$ cat src/rtl/stage1_pc_addr.sv
// Fetch/address slice of the 16-bit multicycle CPU: the program counter
// register and the IorD memory-address mux.
module stage1_pc_addr #(
    parameter int               WIDTH    = 16,
    parameter logic [WIDTH-1:0] RESET_PC = '0
) (
    input  logic             CLK,
    input  logic             reset,
    input  logic             PCw,
    input  logic [WIDTH-1:0] ALUresult,
    input  logic [1:0]       IorD,
    input  logic [WIDTH-1:0] ALUoutput,
    output logic [WIDTH-1:0] PCout,
    output logic [WIDTH-1:0] IorDout
);

    logic [WIDTH-1:0] pc_d;
    logic [WIDTH-1:0] pc_q;

    always_comb begin
        pc_d = pc_q;
        if (PCw) begin
            pc_d = ALUresult;
        end
    end

    // reset is active-low and synchronous, and it overrides any PC write
    always_ff @(posedge CLK) begin
        if (!reset) begin
            pc_q <= RESET_PC;
        end else begin
            pc_q <= pc_d;
        end
    end

    assign PCout = pc_q;

    // Zero-latency address select; 2'b10 bypasses the live ALU result
    always_comb begin
        IorDout = '0;
        unique case (IorD)
            2'b00:   IorDout = pc_q;
            2'b01:   IorDout = ALUoutput;
            2'b10:   IorDout = ALUresult;
            default: IorDout = '0;
        endcase
    end

endmodule

$ cat config.mk
export PLATFORM = sky130hd
export DESIGN_NAME = stage1_pc_addr
export DESIGN_NICKNAME = d
export VERILOG_FILES = /design/src/rtl/stage1_pc_addr.sv
export SDC_FILE = /design/constraint.sdc
export NUM_CORES = 1
export LEC_CHECK = 0
export CAP_MARGIN = 20
export CORE_AREA = 2 2 57 59
export CTS_CLUSTER_SIZE = 30
export DETAILED_ROUTE_END_ITERATION = 8
export DIE_AREA = 0 0 59 61
export GPL_TIMING_DRIVEN = 0
export MAX_ROUTING_LAYER = met4
export PLACE_DENSITY_LB_ADDON = 0.05
export RECOVER_POWER = 25
export SYNTH_ARGS = -nofsm -noshare
export SYNTH_HDL_FRONTEND = slang
export SYNTH_SLANG_ARGS = --single-unit
$ cat constraint.sdc
create_clock -name CLK -period 1.9 [get_ports CLK]
set_input_delay 0.57 -clock CLK [delete_from_list [all_inputs] [get_ports CLK]]
set_output_delay 0.57 -clock CLK [all_outputs]
set_load 0.1 [all_outputs]
==> results.yml, run 1 <==
outcome:
  status: "complete, but fails checks"
  violations: "negative setup slack"
sta:
  min_period_ns: 1.98
  tightest_slew_ns: 0.567
  rsz0062_at_grt: "true"
  finalHoldViolations: 0
  max_slew_margin_pct: 62.4
  skew_ns: 0
  slew_violations: 0
  setup_tns_ns: -1.06
  fmax_mhz: 504
  finalSetupViolations: 16
  layout_setup_ws_ns: -0.0822
  hold_ws_ns: 0.545
  period_share_pct: 104
finish:
  fin_util_pct: 82.0
  largest_reg_flops: 16
  final_cell_mix: "dlygate4sd2_1, buf_12"
  layout_commonest_cell: "dlygate4sd2_1"
  area_growth_pct: 146
  num-nets-final: 204
  num_antenna_cells: 0
  drive_gt1_share_pct: 60.2
run:
  maxCapViolCount: 0
hold_path:
  hold_depth: 2
  worstHoldPathType: "reg -> reg"
  min_from: "PCout[11]$_SDFFE_PN0P_"
power:
  power_density_mw_per_mm2: 608
  leakagePower_nw: 0.955
  ir_drop_uv: 421
critical_path:
  slowest_delay_ns: 0.19
  endpoint_kind: "primary output"
  start_kind: "input port"
  crit_path_max_fanout: 6
  critPathKind: "in -> out"
  crit_chain: "buf_12 -> nor2b_4 -> buf_12 -> buf_12 -> o2bb2ai_4 -> buf_12"
  cp.arrival_ns: 1.41
  cp_common_cell: "buf_12"
  critical_path_required_ns: 1.33
  crit_start: "IorD[1]"
  cp_slowest_cell: "buf_12"
  reg2reg_depth: 2
  rr_startpoint: "PCout[15]$_SDFFE_PN0P_"
logic_synthesis:
  synth_warnings: 0
  synth_area_um2: 985
  syn_nets: 127
  synth_cell_types: 9
  avgSynthCellArea_um2: 10.9
  synth-seq-cells: 16
  syn_inst: 90
  ys_seq_area_share_pct: 32.5
global_routing:
  gr-usage-all-layers_pct: 20.9
  grt_pass1_wl_um: 5220
  overflow: 0
  grt_pass1_vias: 1060
  antenna_found_initial: 0
  grt_max_degree: 11
clock_network:
  cts_buffers: 3
  cts_tree: "done"
  cts.clk_slew.worst_paths_ns: 0.10
  cts_sinks: 16
  insertion_delay_ns: 0.30
  clk_path_buf_depth: 2
  cts_root_buf: "clkbuf_4"
  htreeDepth: 1
detailed_routing:
  wl_met2_um: 2030
  drt_first_pass_iters: 3
  drt-vias-per-instance: 5.15
  wl_met3_um: 191
  ant_nets: 0
  vias: 1025
  drt-wirelength-per-cell_um: 17.9
  drt-met1-wl_um: 1280
  wirelength_um: 3570
  drt_iter0_markers: 22
  routed.top_layer: "met4"
  drc: 0
die:
  row_count: 20
  core_area_mm2: 0.00295
  start_util_pct: 33.3
  die_x_um: 59
  die_area_mm2: 0.00360
  die_y_um: 61
  io_pins: 69
place:
  dp_hpwl_um: 2270
  gp_congestion: 0.673
  port-buffer-count: 65
==> per-stage QoR <==
step / area (um^2) / worst slack (ns) / std cells / power [mW]
2_1_floorplan: 1350 / -0.201 / 90 / 0.930
3_3_place_gp: 2040 / -1.18 / 188 / 1.12
3_5_place_dp: 2040 / -1.19 / 188 / 1.13
4_1_cts: 2400 / -0.0735 / 198 / 1.47
5_1_grt: 2420 / -0.106 / 199 / 1.52
6_report: 2420 / -0.0822 / 199 / 1.47
==> synthesized netlist by cell type <==
cell	count	area (um^2)
buf_6	4	45.0
buf_4	1	7.51
dfxtp_1	16	320
clkbuf_1	2	7.51
o2bb2ai_1	16	140
buf_8	2	30.0
nor2b_4	1	13.8
nor2b_1	16	100
mux2i_1	32	320
==> worst max-delay path: cells and delay by family <==
kind,cells,cell delay (ns)
and+or+nand+nor,1,0.13
buffers and inverters,4,0.57
AOI/OAI and AO/OA,1,0.13
==> per-layer routing <==
| layer | vias up | GRT usage [%] |
|---|---|---|
| li1 | 483 | - |
| met1 | 490 | 22.8 |
| met2 | 46 | 38.7 |
| met3 | 6 | 2.99 |
| met4 | 0 | 6.82 |
| met5 | - | - |
==> final cells by class <==
class                      instances  area [um^2]
multi-input combinational         65          961
sequential                        16          343
buffer                             9          143
clock buffer                       4         36.3
timing repair buffer              72          898
fill                             167          531
tap                               33         41.3
==> repair_timing <==
item | 4_1_cts | 5_1_grt
setup endpoints to repair | 32 | 16
resized for setup | 247 | 2
setup buffers | 4 | 1
pin swaps | 3 | 1
hold buffers | 0 | 0
cloned | 2 | 0
==> report_power, final <==
group / internal (mW) / switching [mW] / leakage, nW
clock network: 0.117 / 0.126 / 0.0210
registers: 0.359 / 0.0205 / 0.138
logic: 0.323 / 0.528 / 0.795
==> cell families after synthesis <==
kind of cell | after synthesis | synth area share, %
DFF | 16 | 32.5
muxes | 32 | 32.5
buffers and inverters | 9 | 9.15
AOI/OAI and AO/OA | 16 | 14.2
and+or+nand+nor | 17 | 11.6
==> final timing paths <==
kind                            slack [ns]                endpoint
worst min-delay path                  0.55  PCout[11]$_SDFFE_PN0P_
worst min register to register        0.55  PCout[11]$_SDFFE_PN0P_
worst max-delay path                 -0.08             IorDout[14]
worst max register to register        1.21  PCout[15]$_SDFFE_PN0P_
Power figures use the tool's default switching activity.
==> inputs of run 2 (changes only) <==
- ABC_AREA: unset -> 1
- CORE_AREA: 2 2 57 59 -> 2 2 56 58
- DIE_AREA: 0 0 59 61 -> 0 0 58 60
==> run 2 against run 1 <==
  * The run now ends clean
  * Routed wire length is 9.5% higher
  * Critical path depth stayed put
  * Die area is 3.3% lower
  * First-iteration DRC count is 9.1% lower
  * Clock power is 28% lower
  * Non-clock buffer count is 4 higher
  * Power is 4.8% lower
  * Maximum frequency is 5.5% higher
  * Cell count is 27% higher
  * Setup slack better by 0.10 ns
  * Critical endpoint is now IorDout[13]
==> results.yml, run 2 <==
sta:
  finalSetupViolations: 0
  tightest_slew_ns: 0.555
  min_period_ns: 1.88
  finalHoldViolations: 0
  rsz0062_at_grt: "true"
  slew_violations: 0
  skew_ns: 0
  fmax_mhz: 532
  setup_tns_ns: 0
  max_slew_margin_pct: 63.2
  period_share_pct: 98.9
finish:
  num-nets-final: 259
  area_growth_pct: 146
  final_cell_mix: "nor2_1, dlygate4sd2_1, nand3_2, buf_12"
  layout.cells.non_filler: 253
  largest_reg_flops: 16
  num_antenna_cells: 0
  num-fill-cells: 198
  fin_util_pct: 79.4
  drive_gt1_share_pct: 53.6
  postLayoutCellArea_mm2: 0.00231
hold_path:
  hold_depth: 2
  min_to: "PCout[12]$_SDFFE_PN0P_"
  worstHoldPathType: "reg -> reg"
  min_from: "PCout[12]$_SDFFE_PN0P_"
detailed_routing:
  drt_iter0_markers: 20
  vias: 1318
  drt-wirelength-per-cell_um: 15.4
  wirelength_um: 3910
  drt_first_pass_iters: 4
  drc: 0
  drt-vias-per-instance: 5.21
  ant_nets: 0
global_routing:
  gr-usage-all-layers_pct: 23.9
  overflow: 0
  grt_pass1_vias: 1388
  grt_pass1_wl_um: 6190
  antenna_found_initial: 0
  grt_max_degree: 11
clock_network:
  insertion_delay_ns: 0.27
  cts_buffers: 3
  cts_hold_buf: 0
  cts_tree: "done"
  cts.clk_slew.worst_paths_ns: 0.08
  clk_path_buf_depth: 2
  htreeDepth: 1
  cts_root_buf: "clkbuf_4"
  cts_sinks: 16
power:
  p_seq_share_pct: 27.5
  combinationalPowerShare_pct: 60.1
  p_sw_mw: 0.684
  internal_power_mw: 0.719
  leakagePower_nw: 1.04
  totalPowerFinal_mw: 1.40
  clockPowerShare_pct: 12.5
  power_density_mw_per_mm2: 608
  ir_drop_uv: 429
  netSwitchingFraction_pct: 48.7
critical_path:
  cp.arrival_ns: 1.31
  crit_chain: "buf_12 -> nor2_8 -> buf_6 -> nand2_2 -> nand3_4 -> buf_12"
  critPathKind: "in -> out"
  r2r_slack_ns: 1.19
  endpoint_kind: "primary output"
  cp_slowest_cell: "buf_12"
  cp_num_buf_inv: 3
  reg2reg_depth: 2
  crit_path_max_fanout: 7
  rr_endpoint: "PCout[7]$_SDFFE_PN0P_"
  cp_common_cell: "buf_12"
  slowest_delay_ns: 0.17
  cp_top_family: "buffers and inverters"
  rr_startpoint: "PCout[7]$_SDFFE_PN0P_"
  critical_path_required_ns: 1.33
  start_kind: "input port"
logic_synthesis:
  async_flop_share_pct: 0
  avgSynthCellArea_um2: 6.61
  synth_top_cell_area_share_pct: 34.1
  ys_seq_area_share_pct: 34.1
  synth_ff_type: "dfxtp_1"
  syn_inst: 142
  synth-seq-cells: 16
  syn_nets: 179
  synthTopCellsByCount: "nand3_1, nor2_1, dfxtp_1, nand2_1, o21ai_0"
  synth_edf_count: 0
  synth_area_um2: 938
  yosysMostFrequentCell: "nand3_1"
  yosys-top-cells-area: "dfxtp_1, nand3_1, nor2_1, o21ai_0, nand2_1"
  synth_cell_types: 10
  synth_top_area_cell: "dfxtp_1"
  synth_warnings: 0
die:
  die_x_um: 58
  core_area_mm2: 0.00290
  die_y_um: 60
  row_count: 20
  die_area_mm2: 0.00348
  start_util_pct: 32.3
  io_pins: 69
place:
  post-place-cells: 241
  dp_hpwl_um: 2620
  place_area_mm2: 0.00182
  port-buffer-count: 66
  gp_congestion: 0.735
run:
  maxCapViolCount: 0
outcome:
  status: "completed"
run 2: changes by cell type in the layout (fill, tap and decap cells not counted), sizes merged:
cell | previous run | this run
clkinv | 0 | 2
buf | 29 | 34
nand2 | 0 | 16
nor2b | 17 | 0
o21ai | 0 | 16
nand3 | 0 | 48
inv | 0 | 1
clkbuf | 7 | 4
o2bb2ai | 16 | 0
nor2 | 0 | 33
mux2i | 32 | 0
dlygate4sd2 | 31 | 32
run 2: final cells by class:
class | instances | area [um^2] | area share (%)
buffer | 9 | 109 | 4.72
clock buffer | 3 | 22.5 | 0.977
inverter | 3 | 36.3 | 1.57
multi-input combinational | 113 | 821 | 35.6
sequential | 16 | 340 | 14.8
tap | 33 | 41.3 | 1.79
timing repair buffer | 76 | 936 | 40.6
run 2: what timing repair did:
| item | in CTS | in global routing |
|---|---|---|
| cloned | 3 | 0 |
| pin swaps | 40 | 5 |
| setup endpoints to repair | 32 | 16 |
| endpoints found under the hold margin | 0 | 0 |
| setup buffers | 3 | 4 |
| gates resized for setup | 268 | 12 |
run 2: power by group through the flow:
stage	registers [mW]	logic [mW]	clock network [mW]
after floorplan	0.556	0.353	0
after global placement	0.388	0.719	0
after detailed placement	0.389	0.726	0
after CTS	0.382	0.836	0.184
after global routing	0.388	0.871	0.196
final	0.385	0.843	0.175
run 2: how the worst max path moves through the flow:
stage	startpoint	endpoint	slack [ns]	depth (start not counted)
4_1_cts	IorD[1]	IorDout[10]	0.0002	6
3_3_place_gp	ALUresult[6]	IorDout[6]	-1.07	4
6_report	IorD[0]	IorDout[13]	0.02	6
3_5_place_dp	ALUresult[12]	IorDout[12]	-1.11	4
2_1_floorplan	IorD[0]	IorDout[11]	-0.11	5
5_1_grt	IorD[0]	IorDout[7]	-0.02	6
run 2: worst register-to-register path: stages, from the launching register on:
cell and delay, ns:
dfxtp_2 0.34, o21ai_0 0.20, nor2_1 0.07
run 2: through the flow:
stage / hold WS [ns] / setup WS (ns)
finish: 0.521 / 0.0208
detailed placement: 0.500 / -1.11
global route: 0.544 / -0.0194
global placement: 0.488 / -1.07
CTS: 0.522 / 0.000201
floorplan: 0.698 / -0.114
run 2: layer usage:
layer	wire (um)	part of all wire, %	vias to the layer above	track usage (%)
met2	2100	54	44	41.4
met5	0	0	-	-
met3	203	5.2	4	3.25
met1	1560	40	634	28.0
met4	40	1.0	0	9.30
li1	-	-	636	-
run 2: kinds of logic (layout without fill, tap and decap cells):
family	Yosys count	count (layout)	synth area share, %
and+or+nand+nor	97	97	46.9
AOI/OAI and AO/OA	16	16	8.53
DFF	16	16	34.1
buffers and inverters	13	91	10.4
==> patch: new RTL, flow settings as in run 2 <==
Change the parameter `WIDTH` from 16 to 12.
--- a/src/rtl/stage1_pc_addr.sv
+++ b/src/rtl/stage1_pc_addr.sv
@@ -3,3 +3,3 @@
 module stage1_pc_addr #(
-    parameter int               WIDTH    = 16,
+    parameter int               WIDTH    = 12,
     parameter logic [WIDTH-1:0] RESET_PC = '0
Ports: changed (resized ALUoutput, ALUresult, IorDout and PCout); port bits go from 69 to 53. The function was not compared with the original's and may differ.
==> patch against run 2 <==
Total power down 23%. Clock skew unchanged. Utilization down 24 points. Maximum frequency down 0.56%. Highest routed layer unchanged. Critical endpoint is now IorDout[4]. Design area down 31%. Routed wire length down 27%. Non-clock buffer count down 23. Sequential cell count down 4. Setup slack worse by 0.011 ns. Largest cell class unchanged. Area after synthesis down 20%. First-iteration DRC count up 140%.
==> patch: results (changes against run 2) <==
Placement
  • Port buffer count: 52 (-21%)
  • Final GP Congestion: 0.6715 (-8.7%)
  • Placed cell count: 193 (-20%)
  • Detailed placement HPWL: 1887 microns (-28%)
  • Dpl ws: -1.403 ns (-0.2911 ns)
  • DP Area: 1388 sq um (-24%)

Setup path
  • Reg2Reg Launch Point: PCout[0]
  • Critical Path Fanout Max: 5 (-2)

Global routing
  • Met2 Track Usage GR: 29.71% (-12 points)
  • Tot GR Track Use: 17.72% (-6.1 points)
  • GR Layer Usage met3: 3.030% (-0.22 points)
  • Vias in the first global route: 907 (-35%)

Pwr
  • Leakage power: 0.7445 nW (-29%)
  • Worst vdd ir: 0.3590 mV (-16%)

Yosys
  • Area contributors post-synth: dfxtp_1 (32%), nand3_1 (17%), nand3_2 (13%), nor2_1 (12%), o21ai_0 (8.0%)
  • Post-synth top cells: nand3_1 (26), nor2_1 (24), dfxtp_1 (12), nand2_1 (12), o21ai_0 (12)
  • Synth unique cells: 13 (+3)
  • Register area share after synthesis: 32.00% (-2.1 points)
  • Syn nets: 137 (-23%)

Final layout
  • Final net count: 196 (-24%)
  • Filler Cell Count: 288 (+45%)
  • Share of cells above drive strength 1: 49.40% (-4.2 points)
  • Max FFs per register: 12 (-4)

Route
  • Via-per-instance ratio: 4.759 (-8.7%)
  • Per-cell routed wire length: 14.28 microns (-7.6%)
  • Via Count: 947 (-28%)

Status
  • Status: finished clean

Clocking
  • H-tree Lvls: 1 (unchanged)
patch: cell count changes after synthesis, sizes merged:
cell | run 2 | this run
nand3 | 48 | 36
nand2 | 16 | 12
dfxtp | 16 | 12
buf | 10 | 7
nor2 | 33 | 25
o21ai | 16 | 12
clkbuf | 0 | 1
patch: routing by layer:
layer	wire [microns]	part of all wire (%)	vias up
li1	-	-	480
met1	1224	43	429
met2	1374	48	36
met3	218	7.7	2
met4	23	0.81	0
met5	0	0	-
patch: path summary, 6_finish.rpt:
kind / end / slack (ns) / cells past startpoint
max reg2reg: PCout[0] / 1.25 / 2
min: PCout[5] / 0.51 / 2
max: IorDout[4] / 0.01 / 6
min reg2reg: PCout[5] / 0.51 / 2
patch: kinds of logic after synthesis:
kind of cell	share of synthesized area [%]
buf+inv	10.50
flops	32.00
compound gates	8.000
simple gates	49.50
patch: repair_timing:
action,CTS,global route
setup buffers,0,1
endpoints found under the hold margin,0,0
pin swaps,24,10
endpoints found under the setup margin,24,10
resized for setup,183,12
gates cloned,1,0
patch: report_power, final:
part	total, mW	switching (mW)	internal (mW)
Combinational	0.593	0.404	0.190
Clock	0.205	0.0888	0.116
Sequential	0.287	0.0145	0.273
Total	1.09	0.507	0.579
patch: final cells by class:
class | instances | share of cell area, %
Inverter | 3 | 0.7059
Sequential cell | 12 | 16.00
Multi-Input combinational cell | 85 | 33.02
Timing Repair Buffer | 54 | 41.10
Clock buffer | 4 | 2.275
Buffer | 8 | 4.314
Tap cell | 33 | 2.588
patch: critical path, stage by stage:
cell and delay (ns):
buf_12 0.11, nor2_4 0.16, buf_6 0.16, nand2_2 0.06
nand3_2 0.08, buf_12 0.17
